**config.mk**
```make
export PLATFORM = sky130hd
export DESIGN_NAME = conv2_feed_sched_flat
export DESIGN_NICKNAME = d
export VERILOG_FILES = /design/src/rtl/conv2_feed_sched_pkg.sv /design/src/rtl/conv2_feed_sched_if.sv /design/src/rtl/conv2_feed_sched_slot_cnt.sv /design/src/rtl/conv2_feed_sched.sv /design/src/flat_wrapper.sv
export SDC_FILE = /design/constraint.sdc
export NUM_CORES = 1
export LEC_CHECK = 0
export BUFFER_PORTS_ARGS = -buffer_cell sky130_fd_sc_hd__buf_4
export CAP_MARGIN = 20
export CELL_PAD_IN_SITES_DETAIL_PLACEMENT = 2
export CELL_PAD_IN_SITES_GLOBAL_PLACEMENT = 2
export CORE_AREA = 2 2 351 353
export CTS_BUF_LIST = sky130_fd_sc_hd__clkbuf_16
export DETAILED_ROUTE_END_ITERATION = 8
export DIE_AREA = 0 0 353 355
export PLACE_DENSITY = 0.52
export SLEW_MARGIN = 0
export SYNTH_ARGS = -nofsm -noshare
export SYNTH_HDL_FRONTEND = slang
export SYNTH_HIERARCHICAL = 1
export SYNTH_SLANG_ARGS = --single-unit
```
**constraint.sdc**
```tcl
create_clock -name clk -period 2.2 [get_ports clk]
set_clock_uncertainty 0.2 [all_clocks]
set_input_delay 0.33 -clock clk [delete_from_list [all_inputs] [get_ports clk]]
set_output_delay 0.33 -clock clk [all_outputs]
set_load 0.02 [all_outputs]
```
**src/rtl/conv2_feed_sched_pkg.sv**
```systemverilog
// Shared definitions for pool->conv feed schedulers.
// Holds the state encoding and the default row-period and slot constants.
package cnn_sched_pkg;
  localparam int DATA_W_DEF     = 224;
  localparam int PERIOD_DEF     = 26;
  localparam int LOAD0_SLOT_DEF = 2;
  localparam int LOAD1_SLOT_DEF = 14;
  localparam int ROWS_DEF       = 12;
  localparam int SLOT_W         = $clog2(PERIOD_DEF);

  typedef enum logic [1:0] {IDLE, RUN, STALL, DONE} sched_state_t;
endpackage

```
**src/rtl/conv2_feed_sched_if.sv**
```systemverilog
// pool1 -> conv2 feed bus. The overrun flag exists only when
// SCHED_OVERRUN_CHK_EN is defined.
interface conv2_feed_sched_if #(
  parameter int DATA_W = 224,
  parameter int ROWS   = 12
);
  logic                    start;
  logic                    pool1_valid;
  logic [DATA_W-1:0]       out_pool1_1;
  logic [DATA_W-1:0]       out_pool1_2;
  logic                    conv2_ready;
  logic [DATA_W-1:0]       in_conv2_1;
  logic [DATA_W-1:0]       in_conv2_2;
  logic                    conv2_go;
  logic                    busy;
  logic                    done;
  logic [$clog2(ROWS)-1:0] row_cnt;
`ifdef SCHED_OVERRUN_CHK_EN
  logic                    overrun;

  modport master (output start, pool1_valid, out_pool1_1, out_pool1_2, conv2_ready,
                  input  in_conv2_1, in_conv2_2, conv2_go, busy, done, row_cnt, overrun);
  modport slave  (input  start, pool1_valid, out_pool1_1, out_pool1_2, conv2_ready,
                  output in_conv2_1, in_conv2_2, conv2_go, busy, done, row_cnt, overrun);
`else
  modport master (output start, pool1_valid, out_pool1_1, out_pool1_2, conv2_ready,
                  input  in_conv2_1, in_conv2_2, conv2_go, busy, done, row_cnt);
  modport slave  (input  start, pool1_valid, out_pool1_1, out_pool1_2, conv2_ready,
                  output in_conv2_1, in_conv2_2, conv2_go, busy, done, row_cnt);
`endif
endinterface

```
**src/rtl/conv2_feed_sched_slot_cnt.sv**
```systemverilog
// Enable-gated modulo-PERIOD slot counter; hold freezes it, last flags slot PERIOD-1.
module conv2_slot_cnt #(
  parameter int PERIOD = 26,
  parameter int SW     = $clog2(PERIOD)
) (
  input  logic          clk,
  input  logic          rst,
  input  logic          clr,
  input  logic          en,
  input  logic          hold,
  output logic [SW-1:0] slot,
  output logic          last
);
  assign last = (slot == SW'(PERIOD-1));

  always_ff @(posedge clk) begin
    if (rst || clr)      slot <= '0;
    else if (en && !hold) slot <= last ? '0 : slot + SW'(1);
  end
endmodule

```
**src/rtl/conv2_feed_sched.sv**
```systemverilog
// Row-pair scheduler feeding pool1 vectors into conv2's input registers.
// Optional SCHED_OVERRUN_CHK_EN adds a sticky overrun flag for data dropped in STALL.
module conv2_feed_sched
  import cnn_sched_pkg::*;
#(
  parameter int DATA_W     = DATA_W_DEF,
  parameter int PERIOD     = PERIOD_DEF,
  parameter int LOAD0_SLOT = LOAD0_SLOT_DEF,
  parameter int LOAD1_SLOT = LOAD1_SLOT_DEF,
  parameter int ROWS       = ROWS_DEF
) (
  input logic               clk,
  input logic               rst,
  conv2_feed_sched_if.slave bus
);
  localparam int SW = $clog2(PERIOD);
  localparam int RW = $clog2(ROWS);
  localparam logic [SW-1:0] L0       = SW'(LOAD0_SLOT);
  localparam logic [SW-1:0] L1       = SW'(LOAD1_SLOT);
  localparam logic [RW-1:0] ROW_LAST = RW'(ROWS-1);

  sched_state_t      state, state_nxt;
  logic [SW-1:0]     slot;
  logic              last;
  logic              stepping, load_en, wrap;
  logic [RW-1:0]     row_cnt;
  logic [DATA_W-1:0] in1, in2;
  logic              go, done;

  // STALL only ever sits on the last slot, waiting for conv2_ready.
  assign stepping = (state == RUN && bus.pool1_valid) || state == STALL;
  assign load_en  = state == RUN && bus.pool1_valid;
  assign wrap     = stepping && last && bus.conv2_ready;

  conv2_slot_cnt #(.PERIOD(PERIOD), .SW(SW)) u_slot (
    .clk  (clk),
    .rst  (rst),
    .clr  (state == IDLE),
    .en   (stepping),
    .hold (last && !bus.conv2_ready),
    .slot (slot),
    .last (last)
  );

  always_comb begin
    state_nxt = state;
    case (state)
      IDLE:       if (bus.start) state_nxt = RUN;
      RUN, STALL: begin
        if (wrap)                  state_nxt = (row_cnt == ROW_LAST) ? DONE : RUN;
        else if (stepping && last) state_nxt = STALL;
      end
      DONE:       state_nxt = IDLE;
      default:    state_nxt = IDLE;
    endcase
  end

  always_ff @(posedge clk) begin
    if (rst) begin
      state   <= IDLE;
      row_cnt <= '0;
      in1     <= '0;
      in2     <= '0;
      go      <= 1'b0;
      done    <= 1'b0;
    end else begin
      state <= state_nxt;
      go    <= wrap;
      done  <= (state == DONE);
      if (load_en && slot == L0) in1 <= bus.out_pool1_1;
      if (load_en && slot == L1) in2 <= bus.out_pool1_2;
      if (wrap) row_cnt <= (row_cnt == ROW_LAST) ? '0 : row_cnt + RW'(1);
    end
  end

  assign bus.in_conv2_1 = in1;
  assign bus.in_conv2_2 = in2;
  assign bus.conv2_go   = go;
  assign bus.done       = done;
  assign bus.busy       = (state == RUN) || (state == STALL);
  assign bus.row_cnt    = row_cnt;

`ifdef SCHED_OVERRUN_CHK_EN
  logic overrun;

  always_ff @(posedge clk) begin
    if (rst || (state == IDLE && bus.start))  overrun <= 1'b0;
    else if (state == STALL && bus.pool1_valid) overrun <= 1'b1;
  end

  assign bus.overrun = overrun;
`endif
endmodule

```
**src/flat_wrapper.sv**
```systemverilog
// flat-port wrapper written by rule: the top's interface ports become plain ports
module conv2_feed_sched_flat import cnn_sched_pkg::*;
#(
  parameter int DATA_W     = DATA_W_DEF,
  parameter int PERIOD     = PERIOD_DEF,
  parameter int LOAD0_SLOT = LOAD0_SLOT_DEF,
  parameter int LOAD1_SLOT = LOAD1_SLOT_DEF,
  parameter int ROWS       = ROWS_DEF
)
  (clk, rst, bus_start, bus_pool1_valid, bus_out_pool1_1, bus_out_pool1_2, bus_conv2_ready, bus_in_conv2_1, bus_in_conv2_2, bus_conv2_go, bus_busy, bus_done, bus_row_cnt);
  conv2_feed_sched_if #(.DATA_W(DATA_W), .ROWS(ROWS)) bus_i ();
  input logic clk;
  input logic rst;
  input wire logic [$bits(bus_i.start)-1:0] bus_start;
  input wire logic [$bits(bus_i.pool1_valid)-1:0] bus_pool1_valid;
  input wire logic [$bits(bus_i.out_pool1_1)-1:0] bus_out_pool1_1;
  input wire logic [$bits(bus_i.out_pool1_2)-1:0] bus_out_pool1_2;
  input wire logic [$bits(bus_i.conv2_ready)-1:0] bus_conv2_ready;
  output wire logic [$bits(bus_i.in_conv2_1)-1:0] bus_in_conv2_1;
  output wire logic [$bits(bus_i.in_conv2_2)-1:0] bus_in_conv2_2;
  output wire logic [$bits(bus_i.conv2_go)-1:0] bus_conv2_go;
  output wire logic [$bits(bus_i.busy)-1:0] bus_busy;
  output wire logic [$bits(bus_i.done)-1:0] bus_done;
  output wire logic [$bits(bus_i.row_cnt)-1:0] bus_row_cnt;
  assign bus_i.start = bus_start;
  assign bus_i.pool1_valid = bus_pool1_valid;
  assign bus_i.out_pool1_1 = bus_out_pool1_1;
  assign bus_i.out_pool1_2 = bus_out_pool1_2;
  assign bus_i.conv2_ready = bus_conv2_ready;
  assign bus_in_conv2_1 = bus_i.in_conv2_1;
  assign bus_in_conv2_2 = bus_i.in_conv2_2;
  assign bus_conv2_go = bus_i.conv2_go;
  assign bus_busy = bus_i.busy;
  assign bus_done = bus_i.done;
  assign bus_row_cnt = bus_i.row_cnt;
  conv2_feed_sched #(.DATA_W(DATA_W), .PERIOD(PERIOD), .LOAD0_SLOT(LOAD0_SLOT), .LOAD1_SLOT(LOAD1_SLOT), .ROWS(ROWS)) u_core (.clk(clk), .rst(rst), .bus(bus_i));
endmodule
```
==> reports/qor.yml, run 1 <==
run_status: "completed"
synth_area_um2: 16000
detailroute.via_count: 19200
grt_antenna_before_repair: 12
ys_seq_area_share_pct: 57.8
critical_setup_path_kind: "flip-flop to flip-flop"
arrival_worst_endpoint_ps: 2540
synthTopCellsByArea: "dfxtp_1, nand2_1, a21oi_1"
yosysTopAreaCellShare_pct: 57.8
max-cap-violations: 0
core_footprint_um2: 121000
detail_route.vias_per_cell: 3.79
timing.critical_path.slowest_cell_delay_ps: 320
ctsRootBufferMaster: "clkbuf_16"
mostFrequentLayoutCells: "buf_4, nand2_1, dfxtp_1"
post-place-cells: 4477
final_antenna_net_count: 0
wl_per_cell_um: 19.6
worst_hold_slack_ps: 156
final_min_period_over_clock_period_pct: 98.4
worst_path_max_delay_cell: "dfxtp_2"
drive_gt1_share_pct: 32.2
setup-violations-final: 0
filler_cell_count: 14000
drt_first_pass_iters: 5
clock_latency_ps: 640
critical_path.most_common_cell: "buf_6"
worstSetupEndpointType: "flip-flop"
synth.net_count: 2486
synth_warnings: 6
final_nets: 3854
cell_breakdown_of_the_critical_path: "inv_2 -> ha_4 -> nand4b_4 -> buf_6 -> nor4_4 -> buf_6 -> clkbuf_16 -> buf_12 -> nand2_1 -> a21oi_2"
required_ps: 2570
tritoncts: "done"
leakage_nw: 13.0
period_minus_slack_ps: 2160
io_pins: 908
synth_area_per_cell_um2: 7.89
overflow: 0
die_area_um2: 125000
die_y_um: 355
ys_ff_latch: 461
worstPathMaxFanout: 9
grt_pass1_wl_um: 138000
finalNonFillerCells: 5074
slew-limit-headroom_pct: 57.4
routabilityCongestion: 0.767
cts-htree-levels: 2
worstHoldPathType: "input port to flip-flop"
timing_hold_violations_final: 0
detail_route.drc_violations: 0
rsz0062_at_grt: "true"
tritoncts.num_buffers: 60
layout_commonest_cell: "buf_4"
area_growth_syn_to_layout_pct: 101
syn-instance-count: 2026
p_total_mw: 19.7
clock_sink_count: 461
clockBufferDepth: 3
yosys.cell_types.count: 29
drv_slew: 0
setup.worst_path.start_class: "flip-flop"
worst_pin_slew_ps: 639
number_of_global_route_vias_before_repair: 21000
die_width_um: 353
dp_hpwl_um: 70500
synthDominantAreaCellType: "dfxtp_1"
start_util_pct: 13.2
power.density_nw_per_um2: 615
max_clock_freq_mhz: 462
vdd_ir_drop_max_uv: 553
worst_setup_hold_path_clk_slew_ps: 60
count_of_input_and_output_buffers: 907
pin_count_of_the_biggest_net_entering_global_routing: 58
std_cell_rows: 128
drtIter0Drc: 469
totalWireLength_um: 99500
track_usage_pct: 14.4
state kept, by name (all words and copies together), names as in the netlist:
signal,cells
u_core/bus.row_cnt,4
u_core/u_slot/slot,5
u_core/bus.in_conv2_1,224
u_core/bus.in_conv2_2,224
u_core/bus.done,1
u_core/bus.conv2_go,1
u_core/state,2
cells by family after synthesis:
| logic type | after synthesis | share of synthesized area, % |
|---|---|---|
| AO/OA/AOI/OAI | 463 | 14.6 |
| flip-flops | 461 | 57.8 |
| multiplexers | 3 | 0.196 |
| adder cells (fa/ha/maj) | 7 | 0.548 |
| AND/OR/NAND/NOR | 933 | 22.6 |
| buffers and inverters | 159 | 4.30 |
cell usage after synthesis (all sizes together):
cell    count
a21oi     453
a221oi      1
a31o        1
a31oi       3
a41o        1
buf        72
clkbuf     78
dfxtp     461
ha          7
inv         9
mux2        1
mux2i       2
nand2     902
nand2b      1
nand3       7
nand4       1
nand4b      2
nor2        5
nor2b       3
nor3        2
nor4        1
o21ai       3
o31ai       1
or2         1
or3         5
or4         3
power breakdown:
part	internal [mW]	total (mW)	leakage [nW]	switching [mW]
registers	8.37	8.39	3.71	0.0184
clock network	5.09	9.23	0.939	4.14
logic	1.33	2.09	8.36	0.764
total	14.8	19.7	13.0	4.93
stage by stage:
| stage | setup TNS, ps | setup WS [ps] | area (um^2) | utilization, % |
|---|---|---|---|---|
| 2_1_floorplan | 0 | 143 | 16000 | - |
| 4_1_cts | -16.6 | -13.1 | 31400 | 25.8 |
| 5_1_grt | -861 | -76.2 | 32100 | 26.4 |
| 6_report | 0 | 36.0 | 32100 | 26.4 |
| 3_3_place_gp | 0 | 59.7 | 25000 | 20.6 |
| 3_5_place_dp | 0 | 14.6 | 25000 | 20.6 |
final timing paths:
| kind | from | endpoint | slack, ps | cells after the start |
|---|---|---|---|---|
| hold / removal | bus_pool1_valid | u_core/u_slot/slot[0] | 160 | 6 |
| setup reg to reg | u_core/state[1] | u_core/bus.in_conv2_1[132] | 40 | 10 |
| hold reg to reg | u_core/bus.in_conv2_1[214] | u_core/bus.in_conv2_1[214] | 250 | 2 |
| setup / recovery | u_core/state[1] | u_core/bus.in_conv2_1[132] | 40 | 10 |
layout make-up:
class	instances	area, um^2	share of cell area (%)
multi-input combinational	1406	6160	19.2
antenna	7	17.5	0.0546
clock buffer	61	1530	4.76
inverter	9	33.8	0.105
clock inverter	49	264	0.823
tap	1625	2030	6.34
timing repair buffer	1456	12800	39.9
sequential	461	9230	28.8
worst max-delay path: cells and delay by family, from the launching register on:
family          cells  cell delay [ps]
compound gates      1              160
buf+inv             5              840
fa+ha+maj           1              160
simple gates        3              400
flops               1              320
metal layers:
metal,global-route usage (%),vias to the layer above,routed length (um),share of wire (%)
met1,15.4,9230,38200,38
met3,4.06,158,6070,6.1
met4,5.30,10,3430,3.4
met5,0,-,59,0.059
li1,-,9283,-,-
met2,26.8,553,51700,52
repair_timing:
action / CTS / global route
endpoints found under the setup margin: 1 / 378
cloned: 0 / 20
hold buffers: 451 / 0
setup buffers: 4 / 6
endpoints found under the hold margin: 452 / 0
pin swaps: 1 / 4
gates resized for setup: 10 / 52
Note: power is estimated with default switching activity, not from simulation.
==> run 2: changes to the inputs <==
RECOVER_POWER = 50   (was not set)
==> run 2 against run 1 <==
  * Clock power about the same
  * Critical path depth unchanged
  * Non-clock buffer count unchanged
  * Largest cell class unchanged
  * Worst hold slack better by 3.4 ps
  * Sequential power about the same
  * Final cell count unchanged
  * Largest power group unchanged
  * Global-route usage unchanged
  * Routed wire length about the same
==> reports/qor.yml, run 2 (synthesized netlist as in run 1, its figures left out) <==
leakage_nw: 11.1
die_width_um: 353
pin_count_of_the_biggest_net_entering_global_routing: 58
drtIter0Drc: 478
drt_first_pass_iters: 6
worstSetupEndpointType: "flip-flop"
pwr-share-seq_pct: 42.6
io_pins: 908
final_nets: 3854
rsz0062_at_grt: "true"
tritoncts: "done"
worst_slack_ps: 44.0
required_ps: 2560
period_minus_slack_ps: 2160
fin_area_um2: 30400
area_growth_syn_to_layout_pct: 90.1
cp-endpoint: "u_core/bus.in_conv2_1[162]"
worstHoldPathType: "input port to flip-flop"
place_area_um2: 25000
postLayoutCoreUtil_pct: 25.0
ctsRootBufferMaster: "clkbuf_16"
setup.worst_path.start_class: "flip-flop"
pwr-share-comb_pct: 10.6
max_clock_freq_mhz: 464
arrival_worst_endpoint_ps: 2520
die_area_um2: 125000
track_usage_pct: 14.4
count_of_input_and_output_buffers: 907
finalSetupTns_ps: 0
switching_share_pct: 25.0
totalWireLength_um: 99500
regToRegStartpoint: "u_core/state[1]"
internal_power_mw: 14.8
tritoncts.num_buffers: 60
vdd_ir_drop_max_uv: 553
dp_hpwl_um: 70500
cts-htree-levels: 2
rr_worst_depth: 10
worst_path_max_delay_cell: "dfxtp_2"
worst_hold_slack_ps: 159
clock_sink_count: 461
worstReg2RegEnd: "u_core/bus.in_conv2_1[162]"
setup-violations-final: 0
wl_per_cell_um: 19.6
power.density_nw_per_um2: 649
critical-path-top-delay-family: "buffers and inverters"
worst_setup_hold_path_clk_slew_ps: 60
seq_area_um2: 9230
worstSetupPathDepth: 10
final_min_period_over_clock_period_pct: 98.0
p_sw_mw: 4.92
drv_slew: 0
grt_pass1_wl_um: 138000
critical_setup_path_kind: "flip-flop to flip-flop"
detailroute.via_count: 19200
std_cell_rows: 128
overflow: 0
critical_path.most_common_cell: "buf_6"
core_footprint_um2: 121000
start_util_pct: 13.2
final_antenna_net_count: 0
layout_commonest_cell: "nand2_1"
p_clk_share_pct: 46.8
clock_latency_ps: 640
clockBufferDepth: 3
crit_buf_inv: 5
mostFrequentLayoutCells: "nand2_1, buf_4, dfxtp_1"
routabilityCongestion: 0.767
worst_pin_slew_ps: 637
grt_antenna_before_repair: 12
run_status: "completed"
cell_breakdown_of_the_critical_path: "inv_2 -> ha_4 -> nand4b_4 -> buf_6 -> nor4_4 -> buf_6 -> buf_6 -> clkbuf_16 -> nand2_1 -> a21oi_1"
setup.worst_path.start: "u_core/state[1]"
filler_cell_count: 14400
timing.critical_path.slowest_cell_delay_ps: 320
pre_cts_ws_ps: 14.6
number_of_global_route_vias_before_repair: 21000
detail_route.drc_violations: 0
max-cap-violations: 0
reg2reg_setup_slack_ps: 40
die_y_um: 355
multiInputGateArea_um2: 6160
timing_hold_violations_final: 0
slew-limit-headroom_pct: 57.6
detail_route.vias_per_cell: 3.79
drive_gt1_share_pct: 19.1
worstPathMaxFanout: 7
## run 2: through the flow
| step | instances | power, mW |
|---|---|---|
| after global placement | 4477 | 9.80 |
| after global routing | 5074 | 20.7 |
| after floorplan | 2026 | 8.91 |
| after CTS | 5042 | 20.2 |
| after detailed placement | 4477 | 9.81 |
| final | 5074 | 19.7 |
## run 2: layer usage
layer / track usage, % / vias to the layer above / share of wire (%) / wire length (um)
li1: - / 9283 / - / -
met1: 15.4 / 9204 / 39 / 38600
met2: 26.8 / 557 / 52 / 51300
met3: 4.06 / 174 / 5.8 / 5810
met4: 5.30 / 10 / 3.8 / 3800
met5: 0 / - / 0.052 / 52
## run 2: cell type report
class | count | area share [%]
Antenna cell | 7 | 0.0577
Timing Repair Buffer | 1456 | 36.6
Multi-Input combinational cell | 1406 | 20.3
Clock buffer | 61 | 5.03
Tap cell | 1625 | 6.70
Clock inverter | 49 | 0.869
Sequential cell | 461 | 30.4
Inverter | 9 | 0.111
## run 2: how the worst min path moves through the flow
stage,startpoint,end,slack [ps],cells past startpoint
floorplan,bus_out_pool1_1[197],u_core/bus.in_conv2_1[197],270,2
global placement,u_core/bus.in_conv2_1[18],u_core/bus.in_conv2_1[18],240,2
detailed placement,u_core/bus.in_conv2_1[167],u_core/bus.in_conv2_1[167],250,2
CTS,bus_pool1_valid,u_core/bus.row_cnt[2],100,6
global route,bus_pool1_valid,u_core/u_slot/slot[0],170,6
finish,bus_pool1_valid,u_core/u_slot/slot[0],160,6
## run 2: what timing repair did
item | CTS | global route
endpoints found under the hold margin | 452 | 0
buffers inserted | 4 | 6
endpoints found under the setup margin | 1 | 378
hold buffers | 451 | 0
resized for setup | 10 | 52
cloned | 0 | 20
pin swaps | 1 | 4
## run 2: power by group through the flow
stage / Combinational (mW) / Sequential, mW / Clock [mW]
finish: 2.09 / 8.39 / 9.23
CTS: 2.09 / 8.39 / 9.68
global route: 2.25 / 8.39 / 10.0
global placement: 1.23 / 8.57 / 0
detailed placement: 1.24 / 8.57 / 0
floorplan: 0.337 / 8.57 / 0
## run 2: worst min-delay path, stage by stage
cell and delay [ps]:
buf_4 110, a21oi_1 120, inv_2 80, nand2b_2 140, nand2_1 100, a21oi_1 50
